$ cat src/rtl/uart_rx_ctrl.sv
// Receive-side controller: byte-event detection, FWFT byte FIFO, receiver flow control and sticky status.
// Optional idle timeout (rx_idle output, IDLE_TIMEOUT parameter) is built when UART_RX_CTRL_TIMEOUT_EN is defined.
//
// state | meaning
// ------+------------------------------------------------------------
// OFF   | receiver disabled by software
// RUN   | receiver enabled, FIFO has room
// FULL  | receiver paused until FIFO drains to RESUME_LEVEL
// BRK   | locked out after a BREAK until clear
module uart_rx_ctrl #(
   parameter int FIFO_DEPTH   = 8,
   parameter int FIFO_AW      = 3,
   parameter int RESUME_LEVEL = 4
`ifdef UART_RX_CTRL_TIMEOUT_EN
   ,
   parameter int IDLE_TIMEOUT = 1000
`endif
) (
`ifdef UART_RX_CTRL_TIMEOUT_EN
   output logic               rx_idle,
`endif
   input  logic               clk,
   input  logic               reset,
   input  logic               enable,
   input  logic               clear,
   input  logic               rx_valid,
   input  logic [7:0]         rx_data,
   input  logic               rx_break,
   output logic               rx_en,
   output logic               out_valid,
   output logic [7:0]         out_data,
   input  logic               out_ready,
   output logic [FIFO_AW:0]   fifo_count,
   output logic               overflow,
   output logic               break_seen
);

   localparam int CW = FIFO_AW + 1;

   typedef enum logic [1:0] {S_OFF, S_RUN, S_FULL, S_BRK} state_t;

   state_t             state;
   state_t             state_next;
   logic               rx_valid_q;
   logic               rx_break_q;
   logic [7:0]         mem [FIFO_DEPTH];
   logic [FIFO_AW-1:0] wr_ptr;
   logic [FIFO_AW-1:0] rd_ptr;
   logic [FIFO_AW:0]   count_next;
   logic               evt;
   logic               brk_evt;
   logic               byte_evt;
   logic               pop;
   logic               push;
   logic               drop;

   assign evt      = rx_valid_q && !rx_valid;
   assign brk_evt  = evt && rx_break_q;
   assign byte_evt = evt && !rx_break_q;

   assign out_valid = (fifo_count != '0);
   assign out_data  = out_valid ? mem[rd_ptr] : 8'h00;
   assign pop       = out_valid && out_ready;
   // A same-cycle pop frees the slot, so a full FIFO can still accept.
   assign push      = byte_evt && ((fifo_count < CW'(FIFO_DEPTH)) || pop);
   assign drop      = byte_evt && !push;

   always_comb begin
      count_next = fifo_count;
      case ({push, pop})
         2'b10:   count_next = fifo_count + CW'(1);
         2'b01:   count_next = fifo_count - CW'(1);
         default: count_next = fifo_count;
      endcase
   end

   always_comb begin
      state_next = state;
      rx_en      = 1'b0;
      case (state)
         S_OFF: begin
            if (enable) state_next = S_RUN;
         end
         S_RUN: begin
            rx_en = 1'b1;
            if (brk_evt)                                  state_next = S_BRK;
            else if (!enable)                             state_next = S_OFF;
            else if (count_next >= CW'(FIFO_DEPTH - 1))   state_next = S_FULL;
         end
         S_FULL: begin
            if (brk_evt)                                  state_next = S_BRK;
            else if (!enable)                             state_next = S_OFF;
            else if (fifo_count <= CW'(RESUME_LEVEL))     state_next = S_RUN;
         end
         S_BRK: begin
            if (clear) state_next = enable ? S_RUN : S_OFF;
         end
         default: state_next = S_OFF;
      endcase
   end

   always_ff @(posedge clk) begin
      if (reset) begin
         state      <= S_OFF;
         rx_valid_q <= 1'b0;
         rx_break_q <= 1'b0;
         wr_ptr     <= '0;
         rd_ptr     <= '0;
         fifo_count <= '0;
         overflow   <= 1'b0;
         break_seen <= 1'b0;
      end else begin
         state      <= state_next;
         rx_valid_q <= rx_valid;
         rx_break_q <= rx_break;
         fifo_count <= count_next;
         if (push) wr_ptr <= wr_ptr + FIFO_AW'(1);
         if (pop)  rd_ptr <= rd_ptr + FIFO_AW'(1);
         if (drop)        overflow <= 1'b1;
         else if (clear)  overflow <= 1'b0;
         if (brk_evt)     break_seen <= 1'b1;
         else if (clear)  break_seen <= 1'b0;
      end
   end

   always_ff @(posedge clk) begin
      if (push) mem[wr_ptr] <= rx_data;
   end

`ifdef UART_RX_CTRL_TIMEOUT_EN
   localparam int IW = $clog2(IDLE_TIMEOUT + 1);

   logic [IW-1:0] idle_cnt;

   // Counter saturates at IDLE_TIMEOUT so rx_idle fires once per idle stretch.
   always_ff @(posedge clk) begin
      if (reset) begin
         idle_cnt <= '0;
         rx_idle  <= 1'b0;
      end else begin
         rx_idle <= 1'b0;
         if (evt || (fifo_count == '0)) begin
            idle_cnt <= '0;
         end else if (idle_cnt != IW'(IDLE_TIMEOUT)) begin
            idle_cnt <= idle_cnt + IW'(1);
            rx_idle  <= (idle_cnt == IW'(IDLE_TIMEOUT - 1));
         end
      end
   end
`endif

endmodule

$ cat config.mk
export PLATFORM = sky130hd
export DESIGN_NAME = uart_rx_ctrl
export DESIGN_NICKNAME = d
export VERILOG_FILES = /design/src/rtl/uart_rx_ctrl.sv
export SDC_FILE = /design/constraint.sdc
export NUM_CORES = 1
export LEC_CHECK = 0
export ABC_AREA = 1
export CORE_ASPECT_RATIO = 1.75
export CORE_MARGIN = 3
export CORE_UTILIZATION = 45
export CTS_CLUSTER_SIZE = 28
export DETAILED_ROUTE_END_ITERATION = 10
export PLACE_DENSITY = 0.75
export SLEW_MARGIN = 10
export SYNTH_ARGS = -nofsm -noshare
export SYNTH_HDL_FRONTEND = slang
export SYNTH_SLANG_ARGS = --single-unit
$ cat constraint.sdc
create_clock -name clk -period 3.4 [get_ports clk]
set_input_delay 0.51 -clock clk [delete_from_list [all_inputs] [get_ports clk]]
set_output_delay 0.51 -clock clk [all_outputs]
set_load 0.1 [all_outputs]
==> results of run 1 <==
## cell families (layout without fill, tap and decap cells)
family | after synthesis | after routing
flops | 83 | 83
fa+ha+maj | 5 | 5
compound gates | 79 | 79
buf+inv | 44 | 91
xor+xnor | 2 | 2
simple gates | 124 | 124
## registers in the layout, summed over array words and instances, names as in the netlist, 2 cells and up, named ones only
name and cells:
state 2, wr_ptr 3, mem 64, fifo_count 4
rd_ptr 3
## stage by stage
stage	hold WS (ps)	utilization [%]
floorplan	433.4	-
global placement	443.2	54.03
detailed placement	465.3	54.03
CTS	481.0	58.45
global route	495.7	58.45
finish	472.6	58.45
## power by group through the flow
stage	combinational, mW	clock, mW	sequential (mW)
final	2.18	1.07	1.22
after global routing	2.32	1.13	1.23
after CTS	2.19	1.09	1.22
after detailed placement	2.18	0	1.24
after global placement	2.16	0	1.23
after floorplan	1.41	0	1.36
## routing by layer
layer / GRT usage (%) / vias up
li1: - / 1248
met1: 18.36 / 1183
met2: 32.58 / 62
met3: 4.016 / 17
met4: 8.776 / 0
met5: 0 / -
## worst max-delay path, cell delays in order
cell	delay, ps
clkdlybuf4s50_1	420
nor2_1	220
nand2_1	100
a21oi_2	190
inv_2	100
ha_1	260
nor2_1	150
nor2_2	60
ha_1	250
o21ai_0	200
nor2_1	70
nand3_1	80
nand2_1	50
inv_1	60
nand3_2	70
nand2_1	80
nand2_2	60
a21oi_1	130
nor2_1	60
## cells in the mapped netlist, drive strengths merged
library cell	instances
xor2	1
nor2	73
o21a	1
nor3	4
inv	34
a31oi	8
o211ai	1
a21oi	10
edfxtp	64
xnor2	1
o21ai	51
nand3	11
clkbuf	8
nand4	1
o22ai	8
nand2	35
ha	5
dfxtp	19
buf	2
## final cells by class
| type | count | area (sq um) | area share, % |
|---|---|---|---|
| Inverter | 34 | 130.1 | 2.942 |
| Clock buffer | 11 | 232.7 | 5.262 |
| Tap cell | 88 | 110.1 | 2.489 |
| Timing Repair Buffer | 41 | 457.9 | 10.35 |
| Multi-Input combinational cell | 210 | 1084 | 24.50 |
| Sequential cell | 83 | 2307 | 52.16 |
| Clock inverter | 5 | 101.3 | 2.291 |
## how the worst max path moves through the flow
stage                           to     startpoint  slack (ps)  depth (start not counted)
final                     state[0]       rx_valid         470                         19
after global routing      state[0]       rx_valid         210                         19
after CTS                 state[0]       rx_valid         480                         19
after detailed placement  state[0]       rx_valid         140                         19
after global placement    state[1]       rx_valid         220                         19
after floorplan           state[0]  fifo_count[3]         210                         21
==> impl_metrics.tcl, run 1 <==
set metrics [dict create \
    clkTransAtPathRegs_ps 60 \
    wl_met2_um 4076 \
    holdPathEnd "break_seen" \
    synth_cell_types 29 \
    worstSkewPairLatency_ps 330 \
    ys_seq_area_share_pct 65.64 \
    final_area_sq_um 4423 \
    die_w_um 72.74 \
    worst-r2r-cell-count 21 \
    dieArea_sq_um 8931 \
    end_kind "flop" \
    rr_endpoint "state[0]" \
    place.gp.congestion 0.8158 \
    dr_wl_met3_um 317 \
    initial_utilization_pct 46.35 \
    wl_per_cell_um 15.26 \
    finalMaxSlewViolations 0 \
    preCtsSetupSlack_ps 138.2 \
    grt_pass1_wl_um 11610 \
    dp.cells 456 \
    yosysTopAreaCell "edfxtp_1" \
    setup_viol 0 \
    finalCriticalPeriod_ps 2928 \
    final_cell_mix "nor2_1, edfxtp_1, o21ai_0" \
    drtIter0Drc 141 \
    irDropWorstVdd_mv 0.6340 \
    synth_top_area_share_pct 54.80 \
    setup_tns_ps 0 \
    cts_root_buf "clkbuf_16" \
    instances_no_fill 472 \
    max_freq_mhz 341.5 \
    cts.path.max_buffers 2 \
    tritoncts "built" \
    worstReg2RegStart "fifo_count[3]" \
    wl_um 7205 \
    num_rows 42 \
    synthAdderAreaFrac_pct 1.784 \
    nets 399 \
    hold_path.class "flop to flop" \
    vias 2510 \
    synth_cells 337 \
    clock_sinks 83 \
    io_pins 31 \
    avgSynthCellArea_sq_um 10.41 \
    p_int_mw 2.529 \
    ys_ff_latch 83 \
    synth_xor_area_share_pct 0.4995 \
    drt.antenna.violating_nets 0 \
    setup_ws_ps 472.1 \
    cellLeakagePower_nw 1.648 \
    synth-compound-area-share_pct 12.09 \
    drive_above_1_share_pct 15.36 \
    antenna_found_initial 0 \
    routed.top_layer "met4" \
    p_switching_mw 1.938 \
    max_cap_violations 0 \
    synthesis.nets 357 \
    rrSetupSlack_ps 580 \
    final_common_cell "nor2_1" \
    cts_inserted_buffers 9 \
    swShare_pct 43.39 \
    synth_mux_area_share_pct 0 \
    worst_pin_slew_ps 981.9 \
    power.share.sequential_pct 27.3 \
    crit_fanout 6 \
    die_h_um 122.8 \
    status "finished, final reports clean" \
    clkPwrFrac_pct 24.0 \
    avgViaCountPerCell 5.318 \
    slew_headroom_pct 34.33 \
    synth_top_family_by_area "simple AND/OR/NAND/NOR gates" \
    postCtsSetupBuffers 0 \
    grt_max_degree 33 \
    combPwrFrac_pct 48.7 \
    yosys_warnings 0 \
    antennaDiodeCount 0 \
    grt_usage_pct 17.74 \
    grt_pass1_vias 2453 \
    powerDensity_nw_per_um2 1010 \
    synth_area_leaders "edfxtp_1, dfxtp_1, nor2_1" \
    coreArea_sq_um 7567 \
    holdPathStages 2 \
    rsz0062_at_grt "no" \
    synth_area_sq_um 3507 \
    grt_remaining_overflow 0 \
    cts_resized 0 \
    portBuffers 30 \
    min-delay-start "break_seen" \
    cp-start-kind "input port" \
    fillers 614 \
    cp.required_ps 3630 \
    total_power_mw 4.467 \
    synth-simple-area-share_pct 15.09 \
    period_share_pct 86.11 \
    holdBufCountCts 0 \
    met1_length_um 2620 \
    hold_viol 0 \
    clock_skew_ps 5.765 \
    crit_arrival_ps 3150 \
    syn2layout_area_growth_pct 26.11 \
    placed_cell_area_sq_um 4089 \
    place_hpwl_um 4948 \
    htree_levels 3 \
    drtPass1Iterations 4 \
    drc 0 \
    crit_type "input port to flop" \
]
No activity file was read; power rests on OpenSTA's default activity.
==> run 2: changes to the inputs <==
==> constraint.sdc (replaced) <==
create_clock -name clk -period 3.4 [get_ports clk]
set_input_delay 0.68 -clock clk [delete_from_list [all_inputs] [get_ports clk]]
set_output_delay 0.68 -clock clk [all_outputs]
set_load 0.1 [all_outputs]
==> impl_metrics.tcl, run 2 (synthesis gave the netlist of run 1 again) <==
set metrics [dict create \
    status "finished, final reports clean" \
    drc 0 \
    cp_slowest_cell "clkdlybuf4s50_1" \
    num_rows 42 \
    register_area_sq_um 2307 \
    crit_arrival_ps 3170 \
    setup_viol 0 \
    antennaDiodeCount 0 \
    cts_resized 0 \
    rsz0062_at_grt "no" \
    clock_skew_ps 5.675 \
    period_share_pct 86.60 \
    cts_root_buf "clkbuf_16" \
    irDropWorstVdd_mv 0.5800 \
    crit_family "simple AND/OR/NAND/NOR gates" \
    worst_pin_slew_ps 984.0 \
    vias 2565 \
    grt_remaining_overflow 0 \
    die_h_um 122.8 \
    grt_pass1_wl_um 11670 \
    max_freq_mhz 339.6 \
    die_w_um 72.74 \
    cts_inserted_buffers 9 \
    wl_per_cell_um 15.61 \
    grt_usage_pct 18.05 \
    slew_headroom_pct 34.19 \
    finalMaxSlewViolations 0 \
    drtIter0Drc 203 \
    max_cap_violations 0 \
    avgViaCountPerCell 5.400 \
    portBuffers 30 \
    top_register "mem" \
    syn2layout_area_growth_pct 25.79 \
    placed_cell_area_sq_um 4101 \
    final_cell_mix "nor2_1, edfxtp_1, o21ai_0" \
    largest_reg_flops 64 \
    cts.path.max_buffers 2 \
    final_area_sq_um 4412 \
    powerDensity_nw_per_um2 1002 \
    cellLeakagePower_nw 1.663 \
    dieArea_sq_um 8931 \
    total_power_mw 4.420 \
    htree_levels 3 \
    drive_above_1_share_pct 17.05 \
    multi_input_area_sq_um 1084 \
    place_hpwl_um 4915 \
    fillers 608 \
    setup_tns_ps 0 \
    hold_path.class "flop to flop" \
    crit_fanout 6 \
    crit_top_cell "nor2_1" \
    clkTransAtPathRegs_ps 60 \
    crit_type "input port to flop" \
    io_pins 31 \
    clock_sinks 83 \
    drt.antenna.violating_nets 0 \
    antenna_found_initial 0 \
    tritoncts "built" \
    grt_pass1_vias 2580 \
    grt_max_degree 33 \
    cp-start-kind "input port" \
    postCtsSetupBuffers 0 \
    path_buf_inv 3 \
    end_kind "flop" \
    coreArea_sq_um 7567 \
    crit_path_cell_trace "clkdlybuf4s50_1 -> nor2_1 -> nand2_1 -> a21oi_2 -> inv_2 -> ha_1 -> nor2_1 -> nor2_2 -> ha_1 -> o21ai_0 -> nor2_1 -> nand3_1 -> nand2_1 -> inv_1 -> nand3_2 -> nand2_1 -> nand2_2 -> a21oi_1 -> nor2_1" \
    cp.required_ps 3620 \
    final_common_cell "nor2_1" \
    slowest_delay_ps 420 \
    initial_utilization_pct 46.35 \
    reg.largest.list "mem x64, fifo_count x4" \
    hold_viol 0 \
    finalCriticalPeriod_ps 2944 \
    holdBufCountCts 0 \
    place.gp.congestion 0.7779 \
    nets 402 \
    drtPass1Iterations 4 \
    wl_um 7415 \
    worstSkewPairLatency_ps 330 \
]
## run 2: tightest hold or removal path: stages (launching register included)
cell	delay, ps
dfxtp_1	310
inv_1	50
a21oi_1	60
## run 2: layer usage
| metal | share of wire (%) | vias to the layer above | wire length [um] | GRT usage, % |
|---|---|---|---|---|
| li1 | - | 1252 | - | - |
| met3 | 5.6 | 26 | 417 | 4.426 |
| met5 | 0 | - | 0 | 0 |
| met1 | 32 | 1206 | 2379 | 17.18 |
| met4 | 4.5 | 0 | 333 | 11.43 |
| met2 | 58 | 81 | 4285 | 33.26 |
## run 2: path summary, 6_finish.rpt
kind	depth (start not counted)	startpoint	to	slack, ps
max reg2reg	21	fifo_count[3]	state[0]	620
min	2	rd_ptr[2]	flop	470
min reg2reg	2	rd_ptr[2]	flop	470
max	19	rx_valid	state[0]	460
## run 2: stage by stage
stage | hold WS (ps) | cells | util, % | worst slack (ps)
2_1_floorplan | 433.4 | 337 | - | 207.2
3_3_place_gp | 445.4 | 459 | 54.20 | 187.7
3_5_place_dp | 458.4 | 459 | 54.20 | 122.4
4_1_cts | 467.7 | 475 | 58.30 | 442.7
5_1_grt | 491.5 | 475 | 58.30 | 136.7
6_report | 465.1 | 475 | 58.30 | 455.5
## run 2: final cells by class
cell class,count,share of cell area (%)
Clock buffer,11,5.275
Clock inverter,5,1.758
Multi-Input combinational cell,210,24.56
Timing Repair Buffer,44,10.66
Inverter,34,2.950
Sequential cell,83,52.30
Tap cell,88,2.496
## run 2: power by group
group	switching (mW)	internal, mW	leakage (nW)
sequential	0.0581	1.16	0.733
combinational	1.55	0.660	0.778
clock	0.359	0.641	0.151
